===== config.mk =====
export PLATFORM = sky130hd
export DESIGN_NAME = mem_arbiter
export DESIGN_NICKNAME = d
export VERILOG_FILES = /design/src/rtl/pdp8_pkg.sv /design/src/rtl/mem_arb_sel.sv /design/src/rtl/mem_arbiter.sv
export SDC_FILE = /design/constraint.sdc
export NUM_CORES = 1
export LEC_CHECK = 0
export ABC_CLOCK_PERIOD_IN_PS = 1250
export CORE_MARGIN = 1
export CORE_UTILIZATION = 35
export CTS_BUF_LIST = sky130_fd_sc_hd__clkbuf_16
export CTS_CLUSTER_SIZE = 14
export DETAILED_ROUTE_END_ITERATION = 8
export DONT_BUFFER_PORTS = 1
export SLEW_MARGIN = 20
export SYNTH_ARGS = -nofsm -noshare
export SYNTH_HDL_FRONTEND = slang
export SYNTH_SLANG_ARGS = --single-unit
export TNS_END_PERCENT = 30

===== constraint.sdc =====
create_clock -name clk -period 1.25 [get_ports clk]
set_clock_uncertainty 0.05 [all_clocks]
set_input_delay 0.0625 -clock clk [delete_from_list [all_inputs] [get_ports clk]]
set_output_delay 0.0625 -clock clk [all_outputs]
set_load 0.01 [all_outputs]

===== src/rtl/pdp8_pkg.sv =====
// ---------------------------------------------------------------------------
// pdp8_pkg -- shared types for the PDP-8 memory arbiter slice.
//
// Provides the address/data width macros (`ADDR_WIDTH, `DATA_WIDTH, both 12)
// and the arbiter FSM state and transaction owner enums.
// No ports (package).
// ---------------------------------------------------------------------------
`ifndef ADDR_WIDTH
`define ADDR_WIDTH 12
`endif
`ifndef DATA_WIDTH
`define DATA_WIDTH 12
`endif

package pdp8_pkg;

    typedef enum logic [1:0] {
        IDLE,
        GRANT,
        MEM_WAIT,
        RESP
    } arb_state_t;

    typedef enum logic [1:0] {
        OWN_IFD,
        OWN_EXEC_RD,
        OWN_EXEC_WR
    } owner_t;

endpackage


===== src/rtl/mem_arb_sel.sv =====
// ---------------------------------------------------------------------------
// mem_arb_sel -- combinational requester select for mem_arbiter.
//
// Ports:
//   ifd_req, exec_rd_req, exec_wr_req  in   pending requests
//   last_exec                          in   class granted last was EXEC
//                                           (only with MEM_ARB_RR_EN)
//   grant                              out  some request is pending
//   owner                              out  selected requester
//
// Macro MEM_ARB_RR_EN: round-robin between the EXEC and IFD classes.
// Undefined: fixed priority exec write > exec read > IFD read.
// Inside the EXEC class a write always beats a read.
// ---------------------------------------------------------------------------
module mem_arb_sel
    import pdp8_pkg::*;
(
    input  logic   ifd_req,
    input  logic   exec_rd_req,
    input  logic   exec_wr_req,
`ifdef MEM_ARB_RR_EN
    input  logic   last_exec,
`endif
    output logic   grant,
    output owner_t owner
);

    logic   exec_req;
    owner_t exec_owner;

    always_comb begin
        // NOTE: every variable gets a default before any branch, so no path
        // can leave it unassigned and infer a latch.
        exec_req   = exec_wr_req | exec_rd_req;
        exec_owner = exec_wr_req ? OWN_EXEC_WR : OWN_EXEC_RD;
        grant      = exec_req | ifd_req;
        owner      = OWN_IFD;
`ifdef MEM_ARB_RR_EN
        // EXEC yields only on a tie when it also won the previous grant.
        if (exec_req && !(ifd_req && last_exec)) begin
            owner = exec_owner;
        end
`else
        if (exec_req) begin
            owner = exec_owner;
        end
`endif
    end

endmodule


===== src/rtl/mem_arbiter.sv =====
// ---------------------------------------------------------------------------
// mem_arbiter -- single-port memory arbiter for the IFD and EXEC units.
//
// Ports:
//   clk, reset_n (sync, active-low)
//   ifd_rd_req/addr  -> ifd_rd_data/valid     IFD read channel
//   exec_rd_req/addr -> exec_rd_data/valid    EXEC read channel
//   exec_wr_req/addr/data -> exec_wr_ack      EXEC write channel
//   mem_rd_req/addr, mem_rd_data              memory read port (1-cycle data)
//   mem_wr_req/addr/data                      memory write port
//   busy                                      FSM not in IDLE
//
// Macro MEM_ARB_RR_EN enables round-robin between EXEC and IFD; without it
// the select is fixed priority and the last-grant register does not exist.
//
// Timing: request sampled in IDLE at T -> memory access at T+1 (GRANT).
// Writes ack at T+1 and return to IDLE at T+2. Reads wait T+2 (MEM_WAIT),
// respond at T+3 (RESP) and re-arbitrate at T+4.
// ---------------------------------------------------------------------------
module mem_arbiter
    import pdp8_pkg::*;
(
    input  logic                   clk,
    input  logic                   reset_n,
    input  logic                   ifd_rd_req,
    input  logic [`ADDR_WIDTH-1:0] ifd_rd_addr,
    output logic [`DATA_WIDTH-1:0] ifd_rd_data,
    output logic                   ifd_rd_valid,
    input  logic                   exec_rd_req,
    input  logic [`ADDR_WIDTH-1:0] exec_rd_addr,
    output logic [`DATA_WIDTH-1:0] exec_rd_data,
    output logic                   exec_rd_valid,
    input  logic                   exec_wr_req,
    input  logic [`ADDR_WIDTH-1:0] exec_wr_addr,
    input  logic [`DATA_WIDTH-1:0] exec_wr_data,
    output logic                   exec_wr_ack,
    output logic                   mem_rd_req,
    output logic [`ADDR_WIDTH-1:0] mem_rd_addr,
    input  logic [`DATA_WIDTH-1:0] mem_rd_data,
    output logic                   mem_wr_req,
    output logic [`ADDR_WIDTH-1:0] mem_wr_addr,
    output logic [`DATA_WIDTH-1:0] mem_wr_data,
    output logic                   busy
);

    arb_state_t state;
    owner_t     owner;
    logic       sel_grant;
    owner_t     sel_owner;

`ifdef MEM_ARB_RR_EN
    logic       last_exec;
`endif

    mem_arb_sel u_sel (
        .ifd_req     (ifd_rd_req),
        .exec_rd_req (exec_rd_req),
        .exec_wr_req (exec_wr_req),
`ifdef MEM_ARB_RR_EN
        .last_exec   (last_exec),
`endif
        .grant       (sel_grant),
        .owner       (sel_owner)
    );

`ifdef MEM_ARB_RR_EN
    // Remembers which class won the last arbitration; reset favours EXEC.
    always_ff @(posedge clk) begin
        if (!reset_n) begin
            last_exec <= 1'b0;
        end else if (state == IDLE && sel_grant) begin
            last_exec <= (sel_owner != OWN_IFD);
        end
    end
`endif

    always_ff @(posedge clk) begin
        // NOTE: non-blocking assignments throughout, so every register
        // samples the pre-edge values regardless of statement order.
        if (!reset_n) begin
            state         <= IDLE;
            owner         <= OWN_IFD;
            ifd_rd_data   <= '0;
            ifd_rd_valid  <= 1'b0;
            exec_rd_data  <= '0;
            exec_rd_valid <= 1'b0;
            exec_wr_ack   <= 1'b0;
            mem_rd_req    <= 1'b0;
            mem_rd_addr   <= '0;
            mem_wr_req    <= 1'b0;
            mem_wr_addr   <= '0;
            mem_wr_data   <= '0;
        end else begin
            // NOTE: strobes default low each cycle and are raised only in
            // the state that owns them, which makes them one-cycle pulses.
            ifd_rd_valid  <= 1'b0;
            exec_rd_valid <= 1'b0;
            exec_wr_ack   <= 1'b0;
            mem_rd_req    <= 1'b0;
            mem_wr_req    <= 1'b0;

            case (state)
                IDLE: begin
                    if (sel_grant) begin
                        owner <= sel_owner;
                        state <= GRANT;
                        // Address/data are latched straight into the memory
                        // port registers, which then hold them while idle.
                        case (sel_owner)
                            OWN_EXEC_WR: begin
                                mem_wr_req  <= 1'b1;
                                mem_wr_addr <= exec_wr_addr;
                                mem_wr_data <= exec_wr_data;
                                exec_wr_ack <= 1'b1;
                            end
                            OWN_EXEC_RD: begin
                                mem_rd_req  <= 1'b1;
                                mem_rd_addr <= exec_rd_addr;
                            end
                            default: begin
                                mem_rd_req  <= 1'b1;
                                mem_rd_addr <= ifd_rd_addr;
                            end
                        endcase
                    end
                end

                GRANT: begin
                    state <= (owner == OWN_EXEC_WR) ? IDLE : MEM_WAIT;
                end

                MEM_WAIT: begin
                    // Memory data is valid this cycle; route it to the owner.
                    if (owner == OWN_EXEC_RD) begin
                        exec_rd_data  <= mem_rd_data;
                        exec_rd_valid <= 1'b1;
                    end else begin
                        ifd_rd_data   <= mem_rd_data;
                        ifd_rd_valid  <= 1'b1;
                    end
                    state <= RESP;
                end

                default: begin
                    state <= IDLE;
                end
            endcase
        end
    end

    assign busy = (state != IDLE);

endmodule


* Word-level counts from Yosys, hierarchy flattened *
Index checks and enable logic that the tools add are counted.

storage, ports and cells
  word-level logic and storage cells = 41
  output and inout port bits = 66
  register bits after elaboration = 68
  input bits = 65

operators by class
  reductions and logical operators = 9
  bitwise gates (word level) = 4
  equality and inequality tests = 7
  mux-type cells = 10

operator list
  kind                                           count
  case mux 12 bit (2 select lines)               1
  AND reduction 3 bit                            3
  two-way mux 2 bit                              4
  AND reduction 2 bit                            4
  == test 2 x 1 -> 1 bit, second input constant  3
  == test 2 bit, second input constant           3
  case mux 2 bit (3 select lines)                1
  two-way mux 1 bit                              4
  logical NOT 2 bit                              1
  inequality test 2 bit, second input constant   1
  inverter 1 bit                                 2
  bitwise OR 1 bit                               2
  nonzero test 2 bit                             1

* Logic depth before layout (Yosys ltp) *
Gate-level depths: netlist of run 1.

  depth after elaboration = 5
  mapped depth = 5

* Hierarchy *
A second synthesis of run 1 with hierarchy kept.

second synthesis, totals
  cells, all modules = 304
  area, all modules = 2,771.4 µm²

by module, submodules not included
  module       times used  area an instance (µm²)  cells each
  mem_arbiter  1           2,755.1                 301
  mem_arb_sel  1           16.3                    3

* Worst setup path after synthesis of run 1 *
No wires, ideal clock.

  path kind = register to register
  start = register state[1]
  end = register mem_rd_addr[0]
  clock period less this slack = 1,383 ps
  arrival time = 1,208 ps
  path buffers = 1
  stages on the path, launching flop included = 5
  required time = 1,075 ps
  setup time = 125 ps
  slack = -133 ps
  path through = dfxtp_1 -> or2_4 -> o31a_1 -> buf_2 -> o2bb2ai_1

on the way
  longest elaborated chain between the ends = 2

ends and longest elaborated chain
  item                                  RTL line            RTL
  from (decl)                           mem_arbiter.sv:46   arb_state_t state;
  from (signal assigned)                mem_arbiter.sv:129  state <= (owner == OWN_EXEC_WR) ? IDLE : MEM_WAIT;
  logical NOT 2 bit                     mem_arbiter.sv:102  case (state)
  AND reduction 3 bit (no source line)  n/a
  to (signal assigned)                  mem_arbiter.sv:118  mem_rd_addr <= exec_rd_addr;
  to (signal assigned)                  mem_arbiter.sv:122  mem_rd_addr <= ifd_rd_addr;
  to (decl)                             mem_arbiter.sv:38   output logic [`ADDR_WIDTH-1:0] mem_rd_addr,

Every way passes these cells.
A chain may end at the register's enable or synchronous reset.

* Final worst setup path of run 1 *
  start = register state[1]
  end = register mem_wr_addr[5]

on the way
  longest elaborated chain between the ends = 2

ends and longest elaborated chain
  item                                  RTL line            RTL
  logical NOT 2 bit                     mem_arbiter.sv:102
  AND reduction 3 bit (no source line)  n/a
  to (signal assigned)                  mem_arbiter.sv:112  mem_wr_addr <= exec_wr_addr;
  to (decl)                             mem_arbiter.sv:41   output logic [`ADDR_WIDTH-1:0] mem_wr_addr,

Every way passes these cells.

==> results of run 1 <==
routing by layer:
metal,vias up,global-route usage (%),routed length (um)
met5,-,0,0
met4,0,10.10,124
met3,9,6.002,434
met2,77,29.84,3776
met1,1019,19.48,2906
li1,1062,-,-
critical path: cells and delay by family, from the launching register on:
family | cells | cell delay (ns)
buf+inv | 2 | 0.29
flops | 1 | 0.34
mux | 1 | 0.21
simple gates | 2 | 0.32
stage by stage:
| stage | std cells | area [um^2] |
|---|---|---|
| final | 440 | 3961 |
| after global routing | 440 | 3961 |
| after CTS | 439 | 3892 |
| after detailed placement | 354 | 2825 |
| after global placement | 354 | 2825 |
| after floorplan | 259 | 2668 |
synth_stat cells, drive strengths merged (3+ instances only):
| cell | n | share of area, % |
|---|---|---|
| a21boi | 26 | 7.3 |
| nor2b | 27 | 6.4 |
| o2bb2ai | 12 | 4.0 |
| buf | 10 | 2.6 |
| o21ai | 13 | 2.4 |
| dfxtp | 68 | 51 |
| nand3 | 12 | 2.3 |
| clkbuf | 9 | 1.3 |
| mux2i | 36 | 14 |
| nand2 | 25 | 3.5 |
| nand2b | 3 | 0.71 |
flip-flops by register name (all words and copies together), names as in the netlist:
register and count:
mem_wr_req 1, exec_rd_valid 1, exec_rd_data 12, mem_rd_addr 12, owner 2, ifd_rd_data 12
mem_wr_addr 12, ifd_rd_valid 1, mem_wr_data 12, mem_rd_req 1, state 2
logic make-up (layout without fill, tap and decap cells):
kind of cell / after synthesis / count (layout)
simple gates: 81 / 81
mux: 36 / 36
buf+inv: 20 / 101
flops: 68 / 68
compound gates: 54 / 55
how the worst min path moves through the flow:
stage / cells after the start / to / slack, ns
after floorplan: 2 / exec_rd_data[10] / 0.16
after global placement: 1 / owner[1] / 0.14
after detailed placement: 1 / mem_wr_req / 0.15
after CTS: 3 / mem_rd_req / 0.02
after global routing: 2 / owner[1] / 0.01
final: 2 / owner[1] / 0.01
final cells by class:
cell class / instances / area (um^2) / share of cell area (%)
clock buffer: 9 / 225.2 / 5.685
clock inverter: 6 / 50.05 / 1.263
inverter: 1 / 3.754 / 0.09476
multi-input combinational: 172 / 1318 / 33.26
sequential: 68 / 1366 / 34.49
tap: 99 / 123.9 / 3.127
timing repair buffer: 85 / 874.6 / 22.08
timing repair:
action / 4_1_cts / 5_1_grt
hold endpoints to repair: 67 / 0
setup endpoints to repair: 42 / 64
gates resized for setup: 24 / 26
setup buffers: 3 / 2
hold buffers: 64 / 0
pin swaps: 3 / 5
gates cloned: 3 / 0
power breakdown:
group / switching [mW] / leakage, nW / internal [mW]
clock: 0.853 / 0.146 / 1.50
combinational: 0.310 / 0.787 / 0.440
sequential: 0.146 / 0.555 / 2.29
==> out/metrics.yaml, run 1 <==
placed_design:
  finalWeightedCongestion: 0.6922
  dpl.hpwl_um: 3944
  pre_cts_ws_ns: -0.1320
  io_buffers: 0
yosys:
  synth_cells: 259
  synth_area_in_compound_gates_pct: 14.64
  synth_sequential_area_ratio_pct: 51.20
  syn-mean-instance-area_um2: 10.27
  number_of_distinct_library_cell_variants_in_the_gate_level_netlist_after_synthesis: 28
  synth-seq-cells: 68
  post_synth_xor_area_fraction_pct: 0
  main_combinational_cell_family_by_area_after_synthesis: "simple AND/OR/NAND/NOR gates"
  synth-adder-area-share_pct: 0
  synth_flop_type: "sky130_fd_sc_hd__dfxtp_1"
  asyncSetResetFlopFracSynth_pct: 0
  post_synth_and_or_nand_nor_area_fraction_pct: 16.61
  synthesis.area_um2: 2659
  synthMuxAreaShare_pct: 13.55
  yosysWarningCount: 0
  synth_edf_count: 0
  mappedNetlistNets: 324
sta:
  post-route-worst-setup-slack_ns: -0.07949
  slew_violations: 0
  unrepaired_setup_endpoints_after_global_routing: "yes"
  timing.final.hold_violations: 0
  max_clock_freq_ghz: 0.7522
  final_min_period_over_clock_period_pct: 106.4
  slew_headroom_pct: 75.66
  finalCriticalPeriod_ns: 1.329
  hold_ws_ns: 0.01270
  finalSetupTns_ns: -0.8943
  worst-slew-pin-transition_ns: 0.3638
  report.final.setup_viol: 28
worst_setup_path:
  r2r_slack_ns: -0.08
  crit_start: "state[1]"
  worst-r2r-cell-count: 5
  timing.rr.end: "mem_wr_addr[5]"
  crit_path_max_fanout: 7
  startpoint_type: "register"
  critPathSlowestCell: "sky130_fd_sc_hd__dfxtp_2"
  cp_slowest_stage_delay_ns: 0.34
  timing.critical_path.to: "mem_wr_addr[5]"
  rr_startpoint: "state[1]"
  crit_path_cell_trace: "nor3b_4, buf_6, buf_12, mux2i_2, nor2b_1"
  crit_required_ns: 1.41
  timing_worst_setup_path_type: "reg -> reg"
  setup.worst_path.end_class: "register"
  critical_path_at_ns: 1.49
route:
  via_count: 2167
  drtAntennaViolNets: 0
  routed_wl_um: 7241
  average_vias_per_placed_instance: 4.925
  drc: 0
  detailedRoute.firstIterationViolations: 58
  detailedRoute.firstPassIterationCount: 4
  routed_wire_length_per_instance_um: 16.46
cts:
  cts_tree: "built"
  cts_root_buf: "sky130_fd_sc_hd__clkbuf_16"
  tritoncts.num_buffers: 9
  ctsHtreeMaxLevel: 3
  clock_sinks: 68
  clock_insertion_delay_worst_skew_ns: 0.32
  path_clk_slew_ns: 0.05
  clock_tree.buffer_depth: 2
die:
  num_io_pins: 131
  fp.coreArea_um2: 7292
  start_util_pct: 36.46
  floorplan.die_area_um2: 7950
  die-width_um: 89.16
  floorplan.die.height_um: 89.16
  row_count: 31
cells_and_area:
  layout.core_utilization_pct: 54.32
  drive_gt1_share_pct: 16.13
  synthToLayoutAreaGrowth_pct: 48.99
  final_net_count: 402
  antennaDiodeCount: 0
  layout.filler_cells: 632
  mostFrequentLayoutCells: "sky130_fd_sc_hd__dfxtp_1 (66), sky130_fd_sc_hd__dlygate4sd3_1 (62), sky130_fd_sc_hd__mux2i_1 (34)"
  final_common_cell: "sky130_fd_sc_hd__dfxtp_1"
job:
  max_cap_viol_count: 0
global_route:
  grt_first_pass_wirelength_um: 10430
  globalRouteOverflowTotal: 0
  initial_antenna_violation_count: 0
  groute.usage.overall_pct: 17.69
  via_count_of_the_first_global_routing_pass: 2138
  grt_max_degree: 58
min_path:
  hp-class: "in -> reg"
  hold_start: "reset_n"
power_and_ir_drop:
  fin_total_pwr_mw: 5.539
  vdd.ir_drop.worst_mv: 0.6360
  power.density_nw_per_um2: 1398
  cellLeakagePower_nw: 1.489
outcome:
  failed_checks: "setup timing"
  run_status: "finished, violations left"
Note: power is estimated with default switching activity, not from simulation.
==> run 2: changes to the inputs <==
--- a/config.mk
+++ b/config.mk
@@ -15,5 +15,6 @@
 export SLEW_MARGIN = 20
 export SYNTH_ARGS = -nofsm -noshare
 export SYNTH_HDL_FRONTEND = slang
+export SYNTH_HIERARCHICAL = 1
 export SYNTH_SLANG_ARGS = --single-unit
 export TNS_END_PERCENT = 30
==> run 2 against run 1 <==
Against the previous run:
- the run still ends with setup timing left
- maximum frequency fell by 8.5%
- routed wire length rose by 15%
- via count rose by 20%
- power rose by 13%
- area after synthesis rose by 4.2%
- critical path depth did not move
- clock power rose by 31%
- register-to-register slack got worse by 0.12 ns
- first-iteration DRC count rose by 14%
- global-route usage rose by 2.5 points
- largest cell class unchanged
- largest power group is now the clock network
==> out/metrics.yaml, run 2 <==
outcome:
  run_status: "finished, violations left"
  failed_checks: "setup timing"
cts:
  tritoncts.num_buffers: 9
  cts_tree: "built"
  path_clk_slew_ns: 0.06
  clock_tree.buffer_depth: 2
  ctsHtreeMaxLevel: 3
  cts_root_buf: "sky130_fd_sc_hd__clkbuf_16"
  clock_sinks: 68
  clock_insertion_delay_worst_skew_ns: 0.33
yosys:
  synth_top_area_share_pct: 49.12
  post_synth_and_or_nand_nor_area_fraction_pct: 18.65
  synth_sequential_area_ratio_pct: 49.12
  post_synthesis_cell_type_with_the_largest_combined_area: "sky130_fd_sc_hd__dfxtp_1"
  post_synth_main_area_contributors: "sky130_fd_sc_hd__dfxtp_1 (49%), sky130_fd_sc_hd__mux2i_1 (13%), sky130_fd_sc_hd__nand2_1 (10%)"
  synth_area_in_compound_gates_pct: 14.90
  mappedNetlistNets: 369
  synth_flop_type: "sky130_fd_sc_hd__dfxtp_1"
  yosysWarningCount: 6
  main_combinational_cell_family_by_area_after_synthesis: "simple AND/OR/NAND/NOR gates"
  leading_cell_type_by_number_of_instances_after_synthesis: "sky130_fd_sc_hd__nand2_1"
  synth_edf_count: 0
  synth-seq-cells: 68
  synth-adder-area-share_pct: 0
  synth_commonest_cells: "sky130_fd_sc_hd__nand2_1 (76), sky130_fd_sc_hd__dfxtp_1 (68), sky130_fd_sc_hd__mux2i_1 (36)"
  syn-mean-instance-area_um2: 9.116
  number_of_distinct_library_cell_variants_in_the_gate_level_netlist_after_synthesis: 25
  asyncSetResetFlopFracSynth_pct: 0
  synthMuxAreaShare_pct: 13.00
  synthesis.area_um2: 2771
  synth_cells: 304
  post_synth_xor_area_fraction_pct: 0
route:
  detailedRoute.firstPassIterationCount: 4
  average_vias_per_placed_instance: 5.068
  drc: 0
  detailedRoute.firstIterationViolations: 66
  drtAntennaViolNets: 0
  routed_wl_um: 8325
  routed_wire_length_per_instance_um: 16.17
  via_count: 2610
die:
  fp.coreArea_um2: 7687
  die-width_um: 90.99
  floorplan.die_area_um2: 8278
  row_count: 32
  num_io_pins: 131
  floorplan.die.height_um: 90.99
  start_util_pct: 36.05
sta:
  post-route-worst-setup-slack_ns: -0.2036
  timing.final.hold_violations: 0
  hold_ws_ns: 0.04900
  final_min_period_over_clock_period_pct: 116.3
  max_clock_freq_ghz: 0.6880
  slew_violations: 0
  slew_headroom_pct: 42.38
  worst-slew-pin-transition_ns: 0.8625
  report.final.setup_viol: 49
  finalCriticalPeriod_ns: 1.454
  unrepaired_setup_endpoints_after_global_routing: "yes"
placed_design:
  pre_cts_ws_ns: -0.2402
  place_inst: 397
  io_buffers: 0
  finalWeightedCongestion: 0.7164
  dpl.hpwl_um: 4287
cells_and_area:
  final_common_cell: "sky130_fd_sc_hd__dlygate4sd3_1"
  drive_gt1_share_pct: 14.04
  final_non_filler_cell_total: 515
  antennaDiodeCount: 0
  synthToLayoutAreaGrowth_pct: 58.42
  mostFrequentLayoutCells: "sky130_fd_sc_hd__dlygate4sd3_1 (97), sky130_fd_sc_hd__nand2_1 (70), sky130_fd_sc_hd__dfxtp_1 (66)"
  final_net_count: 473
job:
  max_cap_viol_count: 0
power_and_ir_drop:
  cellLeakagePower_nw: 1.591
  vdd.ir_drop.worst_mv: 0.8505
  fin_total_pwr_mw: 6.275
  power.density_nw_per_um2: 1429
global_route:
  globalRouteOverflowTotal: 0
  groute.usage.overall_pct: 20.16
  grt_max_degree: 58
  grt_first_pass_wirelength_um: 12900
  via_count_of_the_first_global_routing_pass: 2625
  initial_antenna_violation_count: 0
min_path:
  min_delay_path_depth: 2
  hp-class: "in -> reg"
  hold_start: "reset_n"
  worstHoldEndpoint: "owner[1]"
worst_setup_path:
  worst-r2r-cell-count: 5
  rr_startpoint: "state[0]"
  r2r_slack_ns: -0.20
  crit_path_max_fanout: 6
  crit_required_ns: 1.42
  critical_path_at_ns: 1.62
  startpoint_type: "register"
  timing.rr.end: "exec_rd_data[6]"
  crit_start: "state[0]"
  setup.worst_path.end_class: "register"
  timing_worst_setup_path_type: "reg -> reg"
==> run 2: kinds of logic after synthesis <==
group | Yosys count
AO/OA/AOI/OAI | 63
buffers and inverters | 26
multiplexers | 36
flip-flops | 68
AND/OR/NAND/NOR | 111
==> run 2: repair_timing <==
action                                  CTS  global route
endpoints found under the setup margin   63            67
setup buffers                             0             2
hold endpoints to repair                 68             0
gates cloned                              1             1
pin swaps                                 6             6
hold buffers                             98             0
resized for setup                        22            35
==> run 2: how the worst max path moves through the flow <==
stage,endpoint,slack (ns),cells after the start
2_1_floorplan,mem_wr_addr[0],-0.19,5
3_3_place_gp,ifd_rd_data[3],-0.19,3
3_5_place_dp,ifd_rd_data[9],-0.24,3
4_1_cts,exec_rd_data[1],-0.15,5
5_1_grt,exec_rd_data[1],-0.25,5
6_report,exec_rd_data[6],-0.20,5
==> run 2: routing by layer <==
metal	track usage (%)	part of all wire (%)
met5	0	0
met4	9.656	3.2
met3	7.873	7.4
met2	35.54	52
met1	20.90	38
==> run 2: cell type report <==
cell class,instances,area [um^2]
fill,680,3297
sequential,68,1364
multi-input combinational,210,1358
timing repair buffer,118,1174
clock buffer,9,225.2
clock inverter,7,138.9
tap,102,127.6
inverter,1,3.754
==> run 2: worst max-delay path, cell delays in order, from the launching register on <==
cell,delay [ns]
sky130_fd_sc_hd__dfxtp_2,0.32
sky130_fd_sc_hd__buf_6,0.12
sky130_fd_sc_hd__or4bb_4,0.57
sky130_fd_sc_hd__buf_6,0.17
sky130_fd_sc_hd__nand2_1,0.07
sky130_fd_sc_hd__a21boi_1,0.05
==> run 2: metrics by stage <==
step / cell area [um^2] / utilization, % / setup TNS, ns
after floorplan: 2786 / - / -6.782
after global placement: 2917 / 37.94 / -9.661
after detailed placement: 2917 / 37.94 / -11.12
after CTS: 4297 / 55.89 / -5.478
after global routing: 4390 / 57.11 / -9.821
final: 4390 / 57.11 / -6.658
==> run 2: where the power goes <==
group | internal, mW | switching, mW
clock | 2.14 | 0.940
combinational | 0.440 | 0.321
sequential | 2.29 | 0.140
total | 4.87 | 1.40
